--- config.mk ---
export PLATFORM = sky130hd
export DESIGN_NAME = acl_sample_filter
export DESIGN_NICKNAME = d
export VERILOG_FILES = /design/src/rtl/acl_sample_filter_pkg.sv /design/src/rtl/acl_axis_avg.sv /design/src/rtl/acl_sample_filter.sv
export SDC_FILE = /design/constraint.sdc
export NUM_CORES = 1
export LEC_CHECK = 0
export CAP_MARGIN = 10
export CORE_UTILIZATION = 30
export CTS_CLUSTER_DIAMETER = 120
export CTS_CLUSTER_SIZE = 28
export DETAILED_ROUTE_END_ITERATION = 12
export PLACE_DENSITY_LB_ADDON = 0.1
export SLEW_MARGIN = 20
export SYNTH_ARGS = -nofsm -noshare
export SYNTH_HDL_FRONTEND = slang
export SYNTH_SLANG_ARGS = --single-unit
export TNS_END_PERCENT = 5
--- constraint.sdc ---
create_clock -name CLK100MHZ -period 3.87 [get_ports CLK100MHZ]
set_clock_uncertainty 0.1 [all_clocks]
set_input_delay 0.9675 -clock CLK100MHZ [delete_from_list [all_inputs] [get_ports CLK100MHZ]]
set_output_delay 0.9675 -clock CLK100MHZ [all_outputs]
set_load 0.05 [all_outputs]
--- src/rtl/acl_sample_filter_pkg.sv ---
`default_nettype none
// ============================================================================
// Module   : acl_sample_filter_pkg
// Purpose  : Shared widths, field offsets and FSM state encoding for the
//            accelerometer sample filter.
//            Word packing: X[14:10] Y[9:5] Z[4:0], each field 5-bit signed.
// Revision : 1.0 - initial release
// ============================================================================
package acl_sample_filter_pkg;

    localparam int AXIS_W   = 5;
    localparam int ACL_W    = 15;
    localparam int NUM_AXES = 3;

    localparam int X_LSB = 10;
    localparam int Y_LSB = 5;
    localparam int Z_LSB = 0;

    typedef enum logic [1:0] {
        ST_IDLE    = 2'd0,
        ST_SETTLE  = 2'd1,
        ST_UPDATE  = 2'd2,
        ST_PUBLISH = 2'd3
    } state_t;

    // Axis index -> LSB position inside the packed word (0 = X, 1 = Y, 2 = Z).
    function automatic int axis_lsb(input int idx);
        case (idx)
            0:       return X_LSB;
            1:       return Y_LSB;
            default: return Z_LSB;
        endcase
    endfunction

endpackage : acl_sample_filter_pkg
`default_nettype wire

--- src/rtl/acl_axis_avg.sv ---
`default_nettype none
// ============================================================================
// Module   : acl_axis_avg
// Purpose  : Moving average of one signed axis over 2**LOG2_DEPTH samples,
//            kept as a circular buffer plus a running sum.
// Ports    : clk_i   in   clock
//            rst_ni  in   asynchronous active-low reset
//            en_i    in   accept din_i into the window this cycle
//            din_i   in   AXIS_W-bit two's complement sample
//            avg_o   out  floor(window sum / depth), AXIS_W bits
// Revision : 1.0 - initial release
// ============================================================================
module acl_axis_avg #(
    parameter int AXIS_W     = 5,
    parameter int LOG2_DEPTH = 3
) (
    input  logic              clk_i,
    input  logic              rst_ni,
    input  logic              en_i,
    input  logic [AXIS_W-1:0] din_i,
    output logic [AXIS_W-1:0] avg_o
);

    localparam int DEPTH = 1 << LOG2_DEPTH;
    localparam int SUM_W = AXIS_W + LOG2_DEPTH;

    logic [AXIS_W-1:0]       buf_q [DEPTH];
    logic [LOG2_DEPTH-1:0]   wr_ptr_q;
    logic signed [SUM_W-1:0] sum_q;
    logic signed [SUM_W-1:0] sum_d;
    logic [AXIS_W-1:0]       w_old;
    logic signed [SUM_W-1:0] w_din_ext;
    logic signed [SUM_W-1:0] w_old_ext;

    assign w_old     = buf_q[wr_ptr_q];
    assign w_din_ext = {{LOG2_DEPTH{din_i[AXIS_W-1]}}, din_i};
    assign w_old_ext = {{LOG2_DEPTH{w_old[AXIS_W-1]}}, w_old};

    // The sum holds exactly the window contents, so it never overflows SUM_W.
    always_comb begin
        sum_d = sum_q;
        if (en_i) begin
            sum_d = sum_q + w_din_ext - w_old_ext;
        end
    end

    // avg_o is taken from the next-state sum so that, in the cycle en_i is
    // high, it already reflects the window including the incoming sample.
    // An arithmetic shift by LOG2_DEPTH truncated to AXIS_W bits is exactly
    // the top AXIS_W bits of the sum.
    assign avg_o = sum_d[LOG2_DEPTH +: AXIS_W];

    always_ff @(posedge clk_i or negedge rst_ni) begin
        if (!rst_ni) begin
            for (int i = 0; i < DEPTH; i++) begin
                buf_q[i] <= '0;
            end
            wr_ptr_q <= '0;
            sum_q    <= '0;
        end else begin
            sum_q <= sum_d;
            if (en_i) begin
                buf_q[wr_ptr_q] <= din_i;
                wr_ptr_q        <= wr_ptr_q + LOG2_DEPTH'(1);
            end
        end
    end

endmodule : acl_axis_avg
`default_nettype wire

--- src/rtl/acl_sample_filter.sv ---
`default_nettype none
// ============================================================================
// Module   : acl_sample_filter
// Purpose  : Brings the packed X/Y/Z accelerometer word into the system clock
//            domain, samples it at a fixed rate once it has been stable for
//            STABLE_CYCLES cycles, averages each axis over 2**LOG2_DEPTH
//            samples and publishes the result with a one-cycle strobe.
// Ports    : CLK100MHZ    in   system clock
//            rst_n        in   asynchronous active-low reset
//            acl_data_in  in   raw word from SPI master (other clock domain)
//            filt_data    out  filtered word, same packing
//            filt_valid   out  one-cycle pulse when filt_data updates
//            filt_primed  out  window fully populated since reset
// Revision : 1.0 - initial release
// ============================================================================
import acl_sample_filter_pkg::*;

module acl_sample_filter #(
    parameter int SAMPLE_DIV    = 1_000_000,
    parameter int STABLE_CYCLES = 8,
    parameter int LOG2_DEPTH    = 3
) (
    input  logic             CLK100MHZ,
    input  logic             rst_n,
    input  logic [ACL_W-1:0] acl_data_in,
    output logic [ACL_W-1:0] filt_data,
    output logic             filt_valid,
    output logic             filt_primed
);

    localparam int DEPTH  = 1 << LOG2_DEPTH;
    localparam int TMR_W  = (SAMPLE_DIV > 1) ? $clog2(SAMPLE_DIV) : 1;
    localparam int STAB_W = (STABLE_CYCLES > 1) ? $clog2(STABLE_CYCLES) : 1;
    localparam int FILL_W = LOG2_DEPTH + 1;

    logic [ACL_W-1:0]  meta_q;
    logic [ACL_W-1:0]  sync_q;
    logic [TMR_W-1:0]  timer_q;
    logic              w_tick;
    state_t            state_q;
    state_t            state_d;
    logic [STAB_W-1:0] stab_cnt_q;
    logic [STAB_W-1:0] stab_cnt_d;
    logic [ACL_W-1:0]  cand_q;
    logic [ACL_W-1:0]  cand_d;
    logic [FILL_W-1:0] fill_cnt_q;
    logic [FILL_W-1:0] fill_cnt_d;
    logic              w_update;
    logic [ACL_W-1:0]  w_avg_word;
    logic [ACL_W-1:0]  filt_data_q;
    logic              filt_valid_q;
    logic              filt_primed_q;

    // Synchronizer and free-running sample timer. Bits of the word may
    // arrive skewed; only the stability check below guards against that.
    assign w_tick = (timer_q == TMR_W'(SAMPLE_DIV - 1));

    always_ff @(posedge CLK100MHZ or negedge rst_n) begin
        if (!rst_n) begin
            meta_q  <= '0;
            sync_q  <= '0;
            timer_q <= '0;
        end else begin
            meta_q  <= acl_data_in;
            sync_q  <= meta_q;
            timer_q <= w_tick ? '0 : timer_q + TMR_W'(1);
        end
    end

    // Sampling FSM
    always_comb begin
        state_d    = state_q;
        stab_cnt_d = stab_cnt_q;
        cand_d     = cand_q;
        case (state_q)
            ST_IDLE: begin
                if (w_tick) begin
                    state_d    = ST_SETTLE;
                    stab_cnt_d = '0;
                    cand_d     = sync_q;
                end
            end
            ST_SETTLE: begin
                // A new tick before the word settles restarts the attempt
                // rather than queuing a second one, so each period yields at
                // most one accepted sample.
                if (w_tick) begin
                    cand_d     = sync_q;
                    stab_cnt_d = '0;
                end else if (sync_q == cand_q) begin
                    if (stab_cnt_q == STAB_W'(STABLE_CYCLES - 1)) begin
                        state_d = ST_UPDATE;
                    end else begin
                        stab_cnt_d = stab_cnt_q + STAB_W'(1);
                    end
                end else begin
                    cand_d     = sync_q;
                    stab_cnt_d = '0;
                end
            end
            ST_UPDATE:  state_d = ST_PUBLISH;
            ST_PUBLISH: state_d = ST_IDLE;
            default:    state_d = ST_IDLE;
        endcase
    end

    always_ff @(posedge CLK100MHZ or negedge rst_n) begin
        if (!rst_n) begin
            state_q    <= ST_IDLE;
            stab_cnt_q <= '0;
            cand_q     <= '0;
        end else begin
            state_q    <= state_d;
            stab_cnt_q <= stab_cnt_d;
            cand_q     <= cand_d;
        end
    end

    assign w_update = (state_q == ST_UPDATE);

    // Per-axis averagers; cand_q holds the accepted word during UPDATE.
    for (genvar g = 0; g < NUM_AXES; g++) begin : g_axis
        localparam int LSB = axis_lsb(g);
        acl_axis_avg #(
            .AXIS_W     (AXIS_W),
            .LOG2_DEPTH (LOG2_DEPTH)
        ) u_avg (
            .clk_i  (CLK100MHZ),
            .rst_ni (rst_n),
            .en_i   (w_update),
            .din_i  (cand_q[LSB +: AXIS_W]),
            .avg_o  (w_avg_word[LSB +: AXIS_W])
        );
    end

    always_comb begin
        fill_cnt_d = fill_cnt_q;
        if (w_update && (fill_cnt_q != FILL_W'(DEPTH))) begin
            fill_cnt_d = fill_cnt_q + FILL_W'(1);
        end
    end

    // Outputs are registered on the UPDATE->PUBLISH edge, so the strobe,
    // data and primed flag are all visible together during PUBLISH.
    always_ff @(posedge CLK100MHZ or negedge rst_n) begin
        if (!rst_n) begin
            fill_cnt_q    <= '0;
            filt_data_q   <= '0;
            filt_valid_q  <= 1'b0;
            filt_primed_q <= 1'b0;
        end else begin
            fill_cnt_q   <= fill_cnt_d;
            filt_valid_q <= w_update;
            if (w_update) begin
                filt_data_q <= w_avg_word;
                if (fill_cnt_d == FILL_W'(DEPTH)) begin
                    filt_primed_q <= 1'b1;
                end
            end
        end
    end

    assign filt_data   = filt_data_q;
    assign filt_valid  = filt_valid_q;
    assign filt_primed = filt_primed_q;

endmodule : acl_sample_filter
`default_nettype wire
Word-level counts from Yosys, hierarchy flattened:

Cells that the tools add are included.

* $add $sub $neg: 12
* magnitude comparators: 6
* equal/unequal tests: 14
* muxes and demuxes: 37
* bitwise gates (word level): 3
* reductions and logical operators: 10

Operator list (count)
* 40-bit bitwise mux: 3
* 5-bit binary-select mux with 3-bit select: 3
* 5-bit demux with 3-bit select: 3
* 15-bit 2-to-1 mux: 3
* 5-bit 2-to-1 mux: 9
* 15-bit case mux with 2 select lines: 1
* 8-bit by 5-bit adder with 8-bit output: 3
* 8-bit 2-to-1 mux: 3
* 8-bit by 5-bit subtractor with 8-bit output: 3
* 20-bit by 1-bit adder with 20-bit output (second input constant): 1
* 20-bit equality test (second input constant): 1
* 20-bit 2-to-1 mux: 1
* 15-bit equality test: 1
* 3-bit by 1-bit adder with 3-bit output (second input constant): 4
* 4-bit >= comparator (second input constant): 3
* 4-bit by 1-bit < comparator with 1-bit output (second input constant): 3
* 3-bit 2-to-1 mux: 4
* 3-bit inverter with 4-bit output: 3
* 2-bit 2-to-1 mux: 4
* 2-bit inequality test (second input constant): 4
* 4-bit inequality test (second input constant): 2
* 2-bit case mux with 4 select lines: 1
* 3-bit case mux with 2 select lines: 1
* 3-bit AND reduction: 2
* other kinds (12): 16

* register bits: 244
* bits of input ports: 17
* word-level logic and storage cells: 125

Longest topological paths before layout:

* depth in word-level cells: 6
* depth in mapped cells: 15
* gate-level depth less buffers: 13

Modules after synthesis:

Synthesis repeated with hierarchy kept, for this count alone.

* cell total of the unflattened synthesis: 1003
* area total of the unflattened synthesis: 12549.5 um^2

By module, submodules not included
* acl_sample_filter: times used 1, cells an instance 269, area each 3679.8 um^2, sequential area each 2277.2 um^2
* acl_axis_avg (g_axis[2].u_avg): times used 1, cells an instance 249, area each 2999.1 um^2, sequential area each 1276.2 um^2
* acl_axis_avg (g_axis[1].u_avg): times used 1, cells an instance 248, area each 2984.1 um^2, sequential area each 1276.2 um^2
* acl_axis_avg (g_axis[0].u_avg): times used 1, cells an instance 237, area each 2886.5 um^2, sequential area each 1276.2 um^2

Least setup slack after synthesis:

No wires, ideal clock.

* kind: register to register
* from: register g_axis[2].u_avg.wr_ptr_q[0]
* to: register g_axis[2].u_avg.sum_q[5]
* data arrival time: 3673 ps
* slack: -28 ps
* cell stages (with the launch flop): 14
* buffers on the path: 2
* cell sequence: dfrtp_1 > clkbuf_1 > buf_1 > mux4_2 > mux2_2 > fa_1 > inv_1 > ha_1 > a21o_1 > a21oi_1 > o21bai_1 > a21oi_1 > xnor2_1 > mux2_2

* longest elaborated chain between the ends: 6

RTL lines
* start, declared: line acl_axis_avg.sv:28 `logic [LOG2_DEPTH-1:0] wr_ptr_q;`
* start signal, assigned: line acl_axis_avg.sv:64 `wr_ptr_q <= wr_ptr_q + LOG2_DEPTH'(1);`
* 3-bit inverter with 4-bit output (implied by the code): line acl_axis_avg.sv:35 `assign w_old = buf_q[wr_ptr_q];`
* 5-bit binary-select mux with 3-bit select: line acl_axis_avg.sv:35
* 5-bit 2-to-1 mux (implied by the code) (2 in series): line acl_axis_avg.sv:35
* 8-bit by 5-bit subtractor with 8-bit output: line acl_axis_avg.sv:43 `sum_d = sum_q + w_din_ext - w_old_ext;`
* 8-bit 2-to-1 mux: line acl_axis_avg.sv:42 `if (en_i) begin`
* via g_axis[2].u_avg.avg_o[2]: line acl_axis_avg.sv:21 `output logic [AXIS_W-1:0] avg_o`
* end signal, assigned: line acl_axis_avg.sv:61 `sum_q <= sum_d;`
* end, declared: line acl_axis_avg.sv:29 `logic signed [SUM_W-1:0] sum_q;`

The timed path passes the listed nets, and every way through them passes these cells. The select of a mux whose other input is x is not followed.
A chain may end at the register's enable or synchronous reset.

Final worst setup path:

* from: register g_axis[0].u_avg.wr_ptr_q[0]
* to: register g_axis[0].u_avg.sum_q[6]

* longest elaborated chain between the ends: 6

RTL lines (line)
* start, declared: acl_axis_avg.sv:28
* start signal, assigned: acl_axis_avg.sv:64
* 3-bit inverter with 4-bit output (implied by the code): acl_axis_avg.sv:35
* 5-bit binary-select mux with 3-bit select: acl_axis_avg.sv:35
* 5-bit 2-to-1 mux (implied by the code) (2 in series): acl_axis_avg.sv:35
* 8-bit by 5-bit subtractor with 8-bit output: acl_axis_avg.sv:43
* 8-bit 2-to-1 mux: acl_axis_avg.sv:42
* via g_axis[0].u_avg.avg_o[3]: acl_axis_avg.sv:21
* end signal, assigned: acl_axis_avg.sv:61
* end, declared: acl_axis_avg.sv:29

The timed path passes the listed nets, and every way through them passes these cells. The select of a mux whose other input is x is not followed.

==> impl_metrics.ini <==
[run_status]
outcome = complete, no violations

[place]
place_congestion = 0.733
io_buffers = 33
hpwl_um = 17800

[yosys]
yosysTopAreaCell = dfrtp_1
synthCells = 956
ys.flop_type = dfrtp_1
synth_area_per_cell_um2 = 12.3
synth_cell_types = 47
yosys.area.top_type_share_pct = 52.1
synth_area_mm2 = 0.0117
yosysWarnings = 0
synth_most_common_cell = dfrtp_1
synth_fp_nets = 1032
synth_common_cells = 244 x dfrtp_1, 103 x mux2_2, 96 x inv_1
netlist_top_cells_area = dfrtp_1 52%, mux2_2 9.9%, mux4_2 5.8%, ha_1 4.1%, fa_1 3.6%
synth-async-reset-ratio_pct = 100
synth_seq_cells = 244
ys_seq_area_share_pct = 52.1
synth-edff-count = 0

[cts]
clkLatencyLatePin_ns = 0.50
cts_root_buffer = clkbuf_16
clockBufferDepth = 3
cts_sinks = 244
cts-buffers-inserted = 13
htree_levels = 1
cts_tree = yes
clkTransAtPathRegs_ns = 0.11

[sta]
slew_headroom_pct = 44.3
max_clock_freq_mhz = 279
setup_tns_ns = 0
worstMarginPinSlew_ns = 0.830
drv_slew = 0
rsz0062_at_grt = no
period_share_pct = 92.8
hold_viol = 0
fin_crit_ns = 3.59
setup_viol_count_final = 0

[drt]
vias_per_cell = 4.54
dr.pass1.iters = 4
detail_route.wl_per_cell_um = 16.4
detail-route-antenna-nets = 0
drt_iter0_drc = 311
wirelength_um = 25000
drc = 0
dr_total_vias = 6923

[floorplan]
rows = 72
io_pins = 34
start_util_pct = 30.4
coreArea_mm2 = 0.0386
die_y_um = 200
die_w_um = 200
die_area_mm2 = 0.0399

[grt]
grt_max_degree = 91
grt_pass1_vias = 7247
met3_usage_pct = 1.76
grt_pass1_wl_um = 41800
antenna_found_initial = 0
grt.total_usage_pct = 13.4
busiest_layer = met2
grt_use_met1_pct = 18.7
use_met2_pct = 22.2
grt_overflow_total = 0

[critical_path]
worstPathArrival_ns = 3.86
startpoint_type = register
worst-r2r-setup-slack_ns = 0.28
critPathRequiredTime_ns = 4.14
path_class = register to register
critPathMaxFanout = 15
worstSetupEndpointType = register

[cells_and_area]
drive_gt1_share_pct = 20.6
final_nets = 1082
synthToLayoutAreaGrowth_pct = 13.3
fin_util_pct = 34.4
num_antenna_cells = 0

[power_and_ir_drop]
p_total_uw = 4220
irDropWorstVdd_v = 0.000245
powerDensity_mw_per_mm2 = 318
p_leak_uw = 0.00604

[flow_run]
drv_cap = 0

[min_path]
hold_class = register to register
==> power by group <==
group          internal, uW  switching [uW]
combinational          24.0            59.0
clock                   660             900
sequential             2560            9.62
total                  3250             968
==> per-layer routing <==
layer  vias up  wire length (um)
li1       3397                 -
met4         0               412
met1      3460             12300
met2        51             11700
met3        15               602
met5         -                 0
==> path summary, 6_finish.rpt <==
kind | startpoint | to | cells after the start
worst max-delay path | g_axis[0].u_avg.wr_ptr_q[0] | g_axis[0].u_avg.sum_q[6] | 12
worst max register to register | g_axis[0].u_avg.wr_ptr_q[0] | g_axis[0].u_avg.sum_q[6] | 12
max in group asynchronous | rst_n | g_axis[0].u_avg.buf_q[25] | 2
worst min-delay path | meta_q[12] | sync_q[12] | 0
worst min register to register | meta_q[12] | sync_q[12] | 0
min in group asynchronous | rst_n | filt_data[3] | 1
==> kinds of logic (layout without fill, tap and decap cells) <==
kind of cell | count (synthesis) | after routing | share of synthesized area, %
xor gates and xnor gates | 54 | 54 | 4.04
AOI/OAI and AO/OA | 129 | 129 | 6.33
muxes | 150 | 150 | 17.4
adders and majority gates | 59 | 59 | 7.65
DFF | 244 | 244 | 52.1
and+or+nand+nor | 189 | 189 | 8.19
buffers and inverters | 131 | 183 | 4.27
==> worst max-delay path, stage by stage (launching register included) <==
cell,delay [ns]
dfrtp_2,0.46
buf_4,0.26
mux4_2,0.52
mux2_2,0.29
fa_1,0.48
inv_1,0.04
ha_1,0.32
a21o_1,0.19
a21oi_1,0.24
o21bai_1,0.09
a21oi_1,0.18
xor2_1,0.19
mux2i_1,0.10
==> area by class of cell <==
| class | instances | area (um2) |
|---|---|---|
| Timing Repair Buffer | 70 | 651 |
| Multi-Input combinational cell | 581 | 5120 |
| Fill cell | 3864 | 25300 |
| Sequential cell | 244 | 6110 |
| Clock inverter | 3 | 41.3 |
| Inverter | 96 | 360 |
| Clock buffer | 14 | 339 |
| Tap cell | 518 | 648 |
==> cells in the final DEF, fill, tap and decap left out, types with 7 or more instances in the layout <==
cell and n:
dfrtp_1 243, mux2_2 103, inv_1 96, nand2_1 84, o21ai_0 75, ha_1 37, buf_4 34, clkdlybuf4s50_1 32
mux4_2 30, xnor2_1 28, xor2_1 26, a21oi_1 25, fa_1 21, nand3_1 17, nor3_1 16, nor2_1 14
clkbuf_16 13, nand4b_1 11, mux2i_1 10, nand4_1 8, nor4_1 7, mux2_4 7
==> sequential cells by signal (all words and copies together), names as in the netlist, 2 cells and up <==
| signal | cells |
|---|---|
| stab_cnt_q | 3 |
| sync_q | 15 |
| cand_q | 15 |
| meta_q | 15 |
| g_axis.u_avg.wr_ptr_q | 9 |
| g_axis.u_avg.sum_q | 24 |
| timer_q | 20 |
| g_axis.u_avg.buf_q | 120 |
| state_q | 2 |
| fill_cnt_q | 4 |
| filt_data | 15 |
==> stage by stage <==
stage / std cells / cell area [um2] / setup slack, ns / hold slack (ns)
after floorplan: 956 / 11700 / 0.118 / 0.231
after global placement: 1509 / 12900 / 0.246 / 0.233
after detailed placement: 1509 / 12900 / 0.223 / 0.235
after CTS: 1526 / 13300 / 0.181 / 0.262
after global routing: 1526 / 13300 / 0.0300 / 0.272
final: 1526 / 13300 / 0.281 / 0.259
==> what timing repair did <==
action,in CTS,in global routing
gates resized for setup,0,1
hold buffers,0,0
setup endpoints to repair,0,2
setup buffers,0,0
Note: power is estimated with default switching activity, not from simulation.
